### config.mk
export PLATFORM = sky130hd
export DESIGN_NAME = clb_cfg_loader
export DESIGN_NICKNAME = d
export VERILOG_FILES = /design/src/rtl/clb_cfg_pkg.sv /design/src/rtl/clb_cfg_shifter.sv /design/src/rtl/clb_cfg_loader.sv
export SDC_FILE = /design/constraint.sdc
export NUM_CORES = 1
export LEC_CHECK = 0
export BUFFER_PORTS_ARGS = -buffer_cell sky130_fd_sc_hd__buf_4
export CAP_MARGIN = 10
export CORE_ASPECT_RATIO = 0.5
export CORE_UTILIZATION = 35
export CTS_CLUSTER_SIZE = 28
export DETAILED_ROUTE_END_ITERATION = 7
export MAX_ROUTING_LAYER = met4
export PLACE_DENSITY = 0.55
export REMOVE_ABC_BUFFERS = 1
export SETUP_SLACK_MARGIN = 0.3
export SLEW_MARGIN = 0
export SYNTH_ARGS = -nofsm -noshare
export SYNTH_HDL_FRONTEND = slang
export SYNTH_HIERARCHICAL = 1
export SYNTH_SLANG_ARGS = --single-unit
### constraint.sdc
create_clock -name K -period 5.2 [get_ports K]
set_input_delay 1.04 -clock K [delete_from_list [all_inputs] [get_ports K]]
set_output_delay 1.04 -clock K [all_outputs]
set_load 0.005 [all_outputs]
### src/rtl/clb_cfg_pkg.sv
// Shared types and frame layout for the CLB configuration loader.
// The packed frame struct mirrors the wire order and is reused by the CLB wrapper.
package clb_cfg_pkg;

    localparam int CFG_W = 37;

    typedef enum logic [2:0] {
        ST_IDLE   = 3'd0,
        ST_HUNT   = 3'd1,
        ST_SHIFT  = 3'd2,
        ST_COMMIT = 3'd3,
        ST_DONE   = 3'd4,
        ST_ERROR  = 3'd5
    } cfg_state_e;

    localparam int MEM_LSB    = 0;
    localparam int MEM_W      = 16;
    localparam int COMB_LSB   = 16;
    localparam int COMB_W     = 2;
    localparam int MUX2_LSB   = 18;
    localparam int MUX3_LSB   = 20;
    localparam int MUX4_LSB   = 22;
    localparam int MUX5_LSB   = 24;
    localparam int MUX6_LSB   = 26;
    localparam int MUX_W      = 2;
    localparam int O2M0_LSB   = 28;
    localparam int O2M1_LSB   = 31;
    localparam int O2M_W      = 3;
    localparam int DQMUX1_BIT = 34;
    localparam int DQMUX2_BIT = 35;
    localparam int FOL_BIT    = 36;

    typedef struct packed {
        logic             floporlatch;
        logic             dqmux2;
        logic             dqmux1;
        logic [O2M_W-1:0] o2m_1;
        logic [O2M_W-1:0] o2m_0;
        logic [MUX_W-1:0] mux6sel;
        logic [MUX_W-1:0] mux5sel;
        logic [MUX_W-1:0] mux4sel;
        logic [MUX_W-1:0] mux3sel;
        logic [MUX_W-1:0] mux2sel;
        logic [COMB_W-1:0] comboption;
        logic [MEM_W-1:0] mem;
    } clb_frame_t;

    // True when the field constants tile the frame contiguously with no gaps.
    function automatic bit layout_ok();
        return (COMB_LSB == MEM_LSB + MEM_W) && (MUX2_LSB == COMB_LSB + COMB_W) &&
               (MUX3_LSB == MUX2_LSB + MUX_W) && (MUX4_LSB == MUX3_LSB + MUX_W) &&
               (MUX5_LSB == MUX4_LSB + MUX_W) && (MUX6_LSB == MUX5_LSB + MUX_W) &&
               (O2M0_LSB == MUX6_LSB + MUX_W) && (O2M1_LSB == O2M0_LSB + O2M_W) &&
               (DQMUX1_BIT == O2M1_LSB + O2M_W) && (DQMUX2_BIT == DQMUX1_BIT + 1) &&
               (FOL_BIT == DQMUX2_BIT + 1) && (FOL_BIT == CFG_W - 1) &&
               ($bits(clb_frame_t) == CFG_W);
    endfunction

endpackage

### src/rtl/clb_cfg_shifter.sv
// Frame shift register with bit counter and running even parity.
// Bits arrive LSB-first; the bit after the W-th payload bit is the parity bit.
module clb_cfg_shifter
    import clb_cfg_pkg::*;
#(
    parameter int W = CFG_W
) (
    input  logic         clk,
    input  logic         rst_n,
    input  logic         shift_en,
    input  logic         din,
    input  logic         clr,
    output logic         frame_full,
    output logic         parity_ok,
    output logic [W-1:0] payload
);

    if (W + 1 > 63) begin : g_bad_width
        $error("clb_cfg_shifter: W+1 must fit a 6-bit bit counter");
    end
    if (!layout_ok()) begin : g_bad_layout
        $error("clb_cfg_shifter: frame field constants do not tile the frame");
    end

    logic [5:0] bitcnt;
    logic       parity_acc;
    logic       at_parity;

    assign at_parity  = (bitcnt == 6'(W));
    assign frame_full = shift_en && at_parity;
    assign parity_ok  = !(parity_acc ^ din);

    // NOTE: state registers use non-blocking assignments so every flop samples pre-edge values.
    always_ff @(posedge clk or negedge rst_n) begin
        if (!rst_n) begin
            bitcnt     <= '0;
            parity_acc <= 1'b0;
            payload    <= '0;
        end else if (clr) begin
            bitcnt     <= '0;
            parity_acc <= 1'b0;
        end else if (shift_en) begin
            if (at_parity) begin
                bitcnt     <= '0;
                parity_acc <= 1'b0;
            end else begin
                // After W shifts the first bit received sits at payload[0].
                payload    <= {din, payload[W-1:1]};
                bitcnt     <= bitcnt + 6'd1;
                parity_acc <= parity_acc ^ din;
            end
        end
    end

endmodule

### src/rtl/clb_cfg_loader.sv
// Serial configuration loader: hunts a sync word, then shifts, parity-checks
// and commits one frame per CLB with a one-hot write strobe.
module clb_cfg_loader #(
    parameter int         NUM_CLB  = 4,
    parameter int         CFG_W    = 37,
    parameter logic [7:0] SYNC_PAT = 8'hB5
) (
    input  logic               K,
    input  logic               RN,
    input  logic               START,
    input  logic               DIN,
    input  logic               DVALID,
    output logic               DREADY,
    output logic [CFG_W-1:0]   CFG_DATA,
    output logic [NUM_CLB-1:0] CFG_WE,
    output logic               BUSY,
    output logic               CFG_DONE,
    output logic               CFG_ERR
);
    import clb_cfg_pkg::*;

    localparam int IDX_W = (NUM_CLB > 1) ? $clog2(NUM_CLB) : 1;

    cfg_state_e       state;
    logic [7:0]       window;
    logic [7:0]       window_nxt;
    logic [IDX_W-1:0] idx;
    logic             start_ok;
    logic             shift_en;
    logic             frame_full;
    logic             parity_ok;
    logic [CFG_W-1:0] payload;

    // Handshake and activity flags decode state directly so they change with the state itself.
    assign DREADY     = (state == ST_HUNT) || (state == ST_SHIFT);
    assign BUSY       = DREADY || (state == ST_COMMIT);
    assign start_ok   = START && ((state == ST_IDLE) || (state == ST_DONE) || (state == ST_ERROR));
    assign shift_en   = (state == ST_SHIFT) && DVALID;
    assign window_nxt = {window[6:0], DIN};

    clb_cfg_shifter #(.W(CFG_W)) u_shifter (
        .clk        (K),
        .rst_n      (RN),
        .shift_en   (shift_en),
        .din        (DIN),
        .clr        (start_ok),
        .frame_full (frame_full),
        .parity_ok  (parity_ok),
        .payload    (payload)
    );

    always_ff @(posedge K or negedge RN) begin
        if (!RN) begin
            state    <= ST_IDLE;
            window   <= '0;
            idx      <= '0;
            CFG_DATA <= '0;
            CFG_WE   <= '0;
            CFG_DONE <= 1'b0;
            CFG_ERR  <= 1'b0;
        end else begin
            CFG_WE <= '0;
            case (state)
                ST_IDLE, ST_DONE, ST_ERROR: begin
                    if (START) begin
                        state    <= ST_HUNT;
                        window   <= '0;
                        idx      <= '0;
                        CFG_DONE <= 1'b0;
                        CFG_ERR  <= 1'b0;
                    end
                end
                ST_HUNT: begin
                    if (DVALID) begin
                        window <= window_nxt;
                        if (window_nxt == SYNC_PAT) state <= ST_SHIFT;
                    end
                end
                ST_SHIFT: begin
                    if (frame_full) begin
                        if (parity_ok) begin
                            // Data and strobe register together so they are valid in the same cycle.
                            state    <= ST_COMMIT;
                            CFG_DATA <= payload;
                            CFG_WE   <= NUM_CLB'(1) << idx;
                        end else begin
                            state   <= ST_ERROR;
                            CFG_ERR <= 1'b1;
                        end
                    end
                end
                ST_COMMIT: begin
                    if (idx == IDX_W'(NUM_CLB - 1)) begin
                        state    <= ST_DONE;
                        CFG_DONE <= 1'b1;
                    end else begin
                        idx   <= idx + 1'b1;
                        state <= ST_SHIFT;
                    end
                end
                default: state <= ST_IDLE;
            endcase
        end
    end

endmodule

==> impl_metrics.toml, run 1 <==
[synth]
ys_types = 45
postSynthCellCount = 313
synthFlopType = "dfrtp_1"
syn-cell-area_um2 = 4247
yosysTopAreaCellShare_pct = 58.34
yosysMostFrequentCell = "dfrtp_1"
netlist_top_cells_area = "dfrtp_1, mux2_2, buf_6"
synth_edf_count = 0
synth.avg_cell_area_um2 = 13.57
ys_warn_count = 6
synth_top_cells_by_count = "dfrtp_1, mux2_2, inv_1"
synth_area_leader_cell = "dfrtp_1"
async_flop_share_pct = 100.0
seq_area_frac_synth_pct = 58.34
ys_ff_latch = 99

[die]
rows = 28
die_x_um = 157.8
ios = 50
die_h_um = 79.89
core_area_um2 = 11810
initial_utilization_pct = 35.97
die_area_um2 = 12600

[critical_path]
crit_fanout = 41
worst_path_max_delay_cell = "dfrtp_1"
cp-end-kind = "register"
critPathKind = "reg -> reg"
cp_top_family = "simple AND/OR/NAND/NOR gates"
critPathArrivalTime_ns = 3.16
required_ns = 5.43
cp.buffers_inverters = 1
cp_slowest_stage_delay_ns = 0.67
crit_chain = "nand2b_1 > nor3b_1 > buf_4 > and2_1 > nor2b_1 > nand3_4 > mux2_2"
startpoint_type = "register"

[timing]
slew-limit-headroom_pct = 40.61
skew_ns = 0.007598
rsz0062_at_grt = "no"
fin_tns_setup_ns = 0
worstMarginPinSlew_ns = 0.8908
drv_slew = 0
fin_crit_sh_pct = 56.41
fin_crit_ns = 2.933
setup_viol = 0
finalHoldViolations = 0
fmax_mhz = 340.9

[detailed_routing]
ant_nets = 0
firstDrtPassIters = 4
wl_um = 7486
vias = 2494
vias_per_cell = 4.688
drc_errors = 0
wire_per_inst_um = 14.07
drt_iter0_drc = 144

[global_route]
grt_max_degree = 73
antenna_found_initial = 0
grt_use_total_pct = 13.10
grt_pass1_vias = 2494
grt_first_pass_wirelength_um = 12310
overflow = 0

[clock_tree]
cts.hold.buffers_added = 0
cts_buffer_depth = 2
htreeDepth = 3
cts_made_buffers = 9
clkLatencyLatePin_ns = 0.34
cts_tree = "built"
cts_root_buf = "clkbuf_16"
post-cts-setup-buffers = 0
cts_sinks = 99
cts_resized = 0
path_clk_slew_ns = 0.07

[cells_and_area]
antenna_cells = 0
finish.utilization_pct = 42.76
design_area_um2 = 5049
syn_to_final_growth_pct = 18.89
nNetsFinal = 373
nFillCells = 1112
drive_gt1_share_pct = 40.33

[power]
power_density_nw_per_um2 = 391.9
ir_worst_vdd_mv = 0.1607
p_leak_uw = 0.002555

[outcome]
status = "finished, final reports clean"

[placement]
portBuffers = 49
gp_congestion = 0.7798
dp_hpwl_um = 4903
place_area_um2 = 4731

[min_path]
hold_path_class = "reg -> reg"

[run]
maxCapViolCount = 0
placed cells by master (no fill, tap or decap), types with 3 or more instances in the layout:
cell type,netlist,layout
buf_4,2,52
nand2_1,11,11
a21oi_1,11,11
nand2b_1,7,7
and3_1,3,3
nor3b_1,4,4
nor2b_1,6,6
ha_1,6,6
inv_1,16,16
dfrtp_1,99,99
nor3_1,3,3
o21ai_0,5,5
mux2i_1,7,7
nor2_1,15,15
clkbuf_16,0,9
mux2_2,73,73
flip-flops by register name (all words and copies together), names as in the netlist:
signal                flops
u_shifter/bitcnt          6
CFG_DATA                 37
u_shifter/payload        37
CFG_ERR                   1
window                    7
CFG_WE                    4
CFG_DONE                  1
u_shifter/parity_acc      1
state                     3
idx                       2
layout make-up:
cell class	count	area (um2)	area share (%)
multi-input combinational	184	1597	31.62
tap	165	206.4	4.089
timing repair buffer	52	390.4	7.732
clock buffer	10	239.0	4.734
inverter	16	60.06	1.190
clock inverter	6	78.83	1.561
sequential	99	2477	49.07
metrics by stage:
step                total power (uW)  cells  hold WS (ns)  setup WS [ns]
detailed placement              1298    516        0.4909          1.998
finish                          1978    532        0.5031          2.267
global placement                1275    516        0.4782          2.117
global route                    2089    532        0.5180          1.977
floorplan                       1174    299        0.4710          2.127
CTS                             2003    532        0.5066          2.232
routing by layer:
| layer | up-vias | track usage (%) | routed length, um |
|---|---|---|---|
| li1 | 1190 | - | - |
| met1 | 1258 | 15.61 | 3468 |
| met2 | 35 | 21.01 | 3602 |
| met3 | 11 | 4.180 | 318 |
| met4 | 0 | 4.563 | 97 |
| met5 | - | - | 0 |
cells by family after synthesis:
logic type | after synthesis | share of synthesized area (%)
DFF | 99 | 58.34
muxes | 82 | 21.63
and+or+nand+nor | 65 | 9.075
buffers and inverters | 30 | 4.066
AOI/OAI and AO/OA | 29 | 4.714
adders and majority gates | 6 | 1.768
xor gates and xnor gates | 2 | 0.4126
worst paths after layout:
check,from,endpoint,slack [ns],cells past startpoint
max in group asynchronous,RN,u_shifter/bitcnt[1]$_DFFE_PN0P_,3.44,2
min in group asynchronous,RN,u_shifter/payload[1]$_DFFE_PN0P_,0.83,1
hold / removal,CFG_DATA[14]$_DFFE_PN0P_,CFG_DATA[14]$_DFFE_PN0P_,0.50,1
setup reg to reg,state[1]$_DFFE_PN0P_,CFG_DATA[32]$_DFFE_PN0P_,2.27,7
hold reg to reg,CFG_DATA[14]$_DFFE_PN0P_,CFG_DATA[14]$_DFFE_PN0P_,0.50,1
setup / recovery,state[1]$_DFFE_PN0P_,CFG_DATA[32]$_DFFE_PN0P_,2.27,7
report_power, final:
part           leakage (uW)  switching (uW)  internal [uW]
clock              0.000158             301            397
sequential          0.00136            81.7            830
combinational       0.00104             196            173
total               0.00256             578           1400
No activity file was read; power rests on OpenSTA's default activity.
==> inputs of run 2 (changes only) <==
--- a/config.mk
+++ b/config.mk
@@ -5,6 +5,7 @@
 export SDC_FILE = /design/constraint.sdc
 export NUM_CORES = 1
 export LEC_CHECK = 0
+export ABC_AREA = 1
 export BUFFER_PORTS_ARGS = -buffer_cell sky130_fd_sc_hd__buf_4
 export CAP_MARGIN = 10
 export CORE_ASPECT_RATIO = 0.5
==> constraint.sdc (replaced) <==
create_clock -name K -period 2.7 [get_ports K]
set_input_delay 0.54 -clock K [delete_from_list [all_inputs] [get_ports K]]
set_output_delay 0.54 -clock K [all_outputs]
set_load 0.005 [all_outputs]
==> run 2 against run 1 <==
  * First-iteration DRC count increased by 31%
  * Final cell count up 32%
  * Synthesized cell count rose by 57%
  * Critical path type unchanged
  * Critical endpoint is now u_shifter/bitcnt[0]$_DFFE_PN0P_
  * Highest routed layer unchanged
==> impl_metrics.toml, run 2 <==
[outcome]
status = "finished, final reports clean"

[synth]
postSynthCellCount = 490
synth.avg_cell_area_um2 = 9.032
yosysMostFrequentCell = "nand2_1"
synth_edf_count = 0
netlist_top_cells_area = "dfrtp_1, nand2_1, nand3_1"
synth_top_cells_by_count = "nand2_1, dfrtp_1, nand3_1"
yosysTopAreaCellShare_pct = 55.98
seq_area_frac_synth_pct = 55.98
ys_warn_count = 6
async_flop_share_pct = 100.0
ys_types = 28
ys_ff_latch = 99
syn-cell-area_um2 = 4425
synth_area_leader_cell = "dfrtp_1"
synthFlopType = "dfrtp_1"

[timing]
rsz0062_at_grt = "no"
drv_slew = 0
fmax_mhz = 487.5
setup_viol = 0
worst_slack_ns = 0.6489
finalHoldViolations = 0
worstMarginPinSlew_ns = 0.9732
fin_crit_sh_pct = 75.97
skew_ns = 0.006183
slew-limit-headroom_pct = 34.96
fin_crit_ns = 2.051

[global_route]
grt_use_total_pct = 14.94
grt_pass1_vias = 3137
antenna_found_initial = 0
overflow = 0
grt_first_pass_wirelength_um = 15020
grt_max_degree = 46

[power]
power_density_nw_per_um2 = 772.6
p_comb_share_pct = 20.2
p_int_uw = 2783
ir_worst_vdd_mv = 0.3843
p_seq_share_pct = 43.3
switching_share_pct = 30.66
pwr-share-clk_pct = 36.6
p_leak_uw = 0.002831
p_sw_uw = 1231

[cells_and_area]
design_area_um2 = 5195
nNetsFinal = 543
syn_to_final_growth_pct = 17.39
antenna_cells = 0
drive_gt1_share_pct = 20.11
layout_common_cells = "nand2_1, dfrtp_1, nand3_1, buf_4, inv_1"
reg_top3 = "CFG_DATA x37, u_shifter/payload x37, window x7"
finish.utilization_pct = 43.11
mostFrequentLayoutCell = "nand2_1"
final_cells = 702

[detailed_routing]
route.met2.wl_um = 3920
dr.max_layer_used = "met4"
vias_per_cell = 4.617
ant_nets = 0
firstDrtPassIters = 4
wl_um = 8657
vias = 3241
wl_met3_um = 287
met1_length_um = 4344
wire_per_inst_um = 12.33
drt_iter0_drc = 188
drc_errors = 0

[critical_path]
cp-end-kind = "register"
startpoint_type = "register"
crit_fanout = 44
crit_chain = "inv_2 > nand2_2 > nand3_2 > inv_1 > inv_1 > nand2_2 > nor2_4 > nand2_1 > o21ai_0"
worst_path_max_delay_cell = "nor2_4"
cp_slowest_stage_delay_ns = 0.77
critPathKind = "reg -> reg"
critPathArrivalTime_ns = 2.31
required_ns = 2.95

[die]
core_area_um2 = 12050
ios = 50
die_h_um = 81.51
initial_utilization_pct = 36.72
die_area_um2 = 13130
die_x_um = 161.0
rows = 28

[clock_tree]
htreeDepth = 3
cts.hold.buffers_added = 0
path_clk_slew_ns = 0.07
post-cts-setup-buffers = 0
cts_tree = "built"
cts_made_buffers = 9
clkLatencyLatePin_ns = 0.34
cts_resized = 0
cts_buffer_depth = 2
cts_sinks = 99
cts_root_buf = "clkbuf_16"

[placement]
gp_congestion = 0.7628
place_area_um2 = 4853
dp_hpwl_um = 5385
pre_cts_slack_ns = 0.5815
portBuffers = 49
dp.cells = 686

[run]
maxCapViolCount = 0

[min_path]
hold_path_class = "in -> async"
==> run 2: cell types whose count changed in the layout (fill, tap and decap cells not counted), moves of 4 or more <==
cell / change
a21oi_1: -10
inv_1: +11
inv_2: +4
mux2_2: -73
mux2i_1: -7
nand2_1: +179
nand2b_1: -7
nand3_1: +54
nor2b_1: -6
nor3b_1: -4
o21ai_0: +16
o21ai_1: +9
o21ai_2: +21
==> run 2: cell type report <==
cell class	count	area [um2]
Sequential cell	99	2477
Tap cell	165	206.4
Timing Repair Buffer	56	432.9
Multi-Input combinational cell	335	1620
Fill cell	1249	6857
Clock inverter	6	112.6
Inverter	31	116.4
Clock buffer	10	229.0
==> run 2: logic make-up (layout without fill, tap and decap cells) <==
| logic type | after synthesis | in the layout | synth area share, % |
|---|---|---|---|
| compound gates | 54 | 54 | 8.199 |
| xor+xnor | 3 | 3 | 0.5938 |
| fa+ha+maj | 6 | 6 | 1.696 |
| buf+inv | 56 | 103 | 7.577 |
| flops | 99 | 99 | 55.98 |
| simple gates | 272 | 272 | 25.95 |
==> run 2: worst paths after layout <==
path	from	end	slack (ns)	depth (start not counted)
max	state[2]$_DFFE_PN0P_	u_shifter/bitcnt[0]$_DFFE_PN0P_	0.65	9
min	RN	state[0]$_DFFE_PN0P_	0.07	1
max reg2reg	state[2]$_DFFE_PN0P_	u_shifter/bitcnt[0]$_DFFE_PN0P_	0.65	9
min reg2reg	CFG_DATA[3]$_DFFE_PN0P_	CFG_DATA[3]$_DFFE_PN0P_	0.47	2
max in group asynchronous	RN	u_shifter/payload[23]$_DFFE_PN0P_	1.86	2
min in group K	DIN	u_shifter/payload[36]$_DFFE_PN0P_	0.44	3
==> run 2: through the flow <==
stage	power [uW]	setup TNS, ns	hold WS, ns
5_1_grt	4266	0	0.07690
3_5_place_dp	2584	0	0.4447
6_report	4014	0	0.07167
4_1_cts	4070	0	0.07404
2_1_floorplan	2302	-81.97	0.2444
3_3_place_gp	2574	0	0.4377
==> run 2: worst max-delay path, delay by kind of cell (launching register included) <==
family	cells	cell delay (ns)
compound gates	1	0.13
buf+inv	3	0.25
flops	1	0.42
simple gates	5	1.16
==> run 2: power groups by stage <==
stage,clock [uW],combinational (uW),sequential (uW)
5_1_grt,1560,945,1760
3_3_place_gp,0,810,1760
4_1_cts,1510,822,1740
3_5_place_dp,0,818,1770
2_1_floorplan,0,560,1740
6_report,1470,810,1740
==> run 2: metal layers <==
layer	track usage (%)	up-vias
met5	-	-
met4	4.811	0
met3	3.788	11
met2	23.79	36
met1	18.87	1547
li1	-	1647
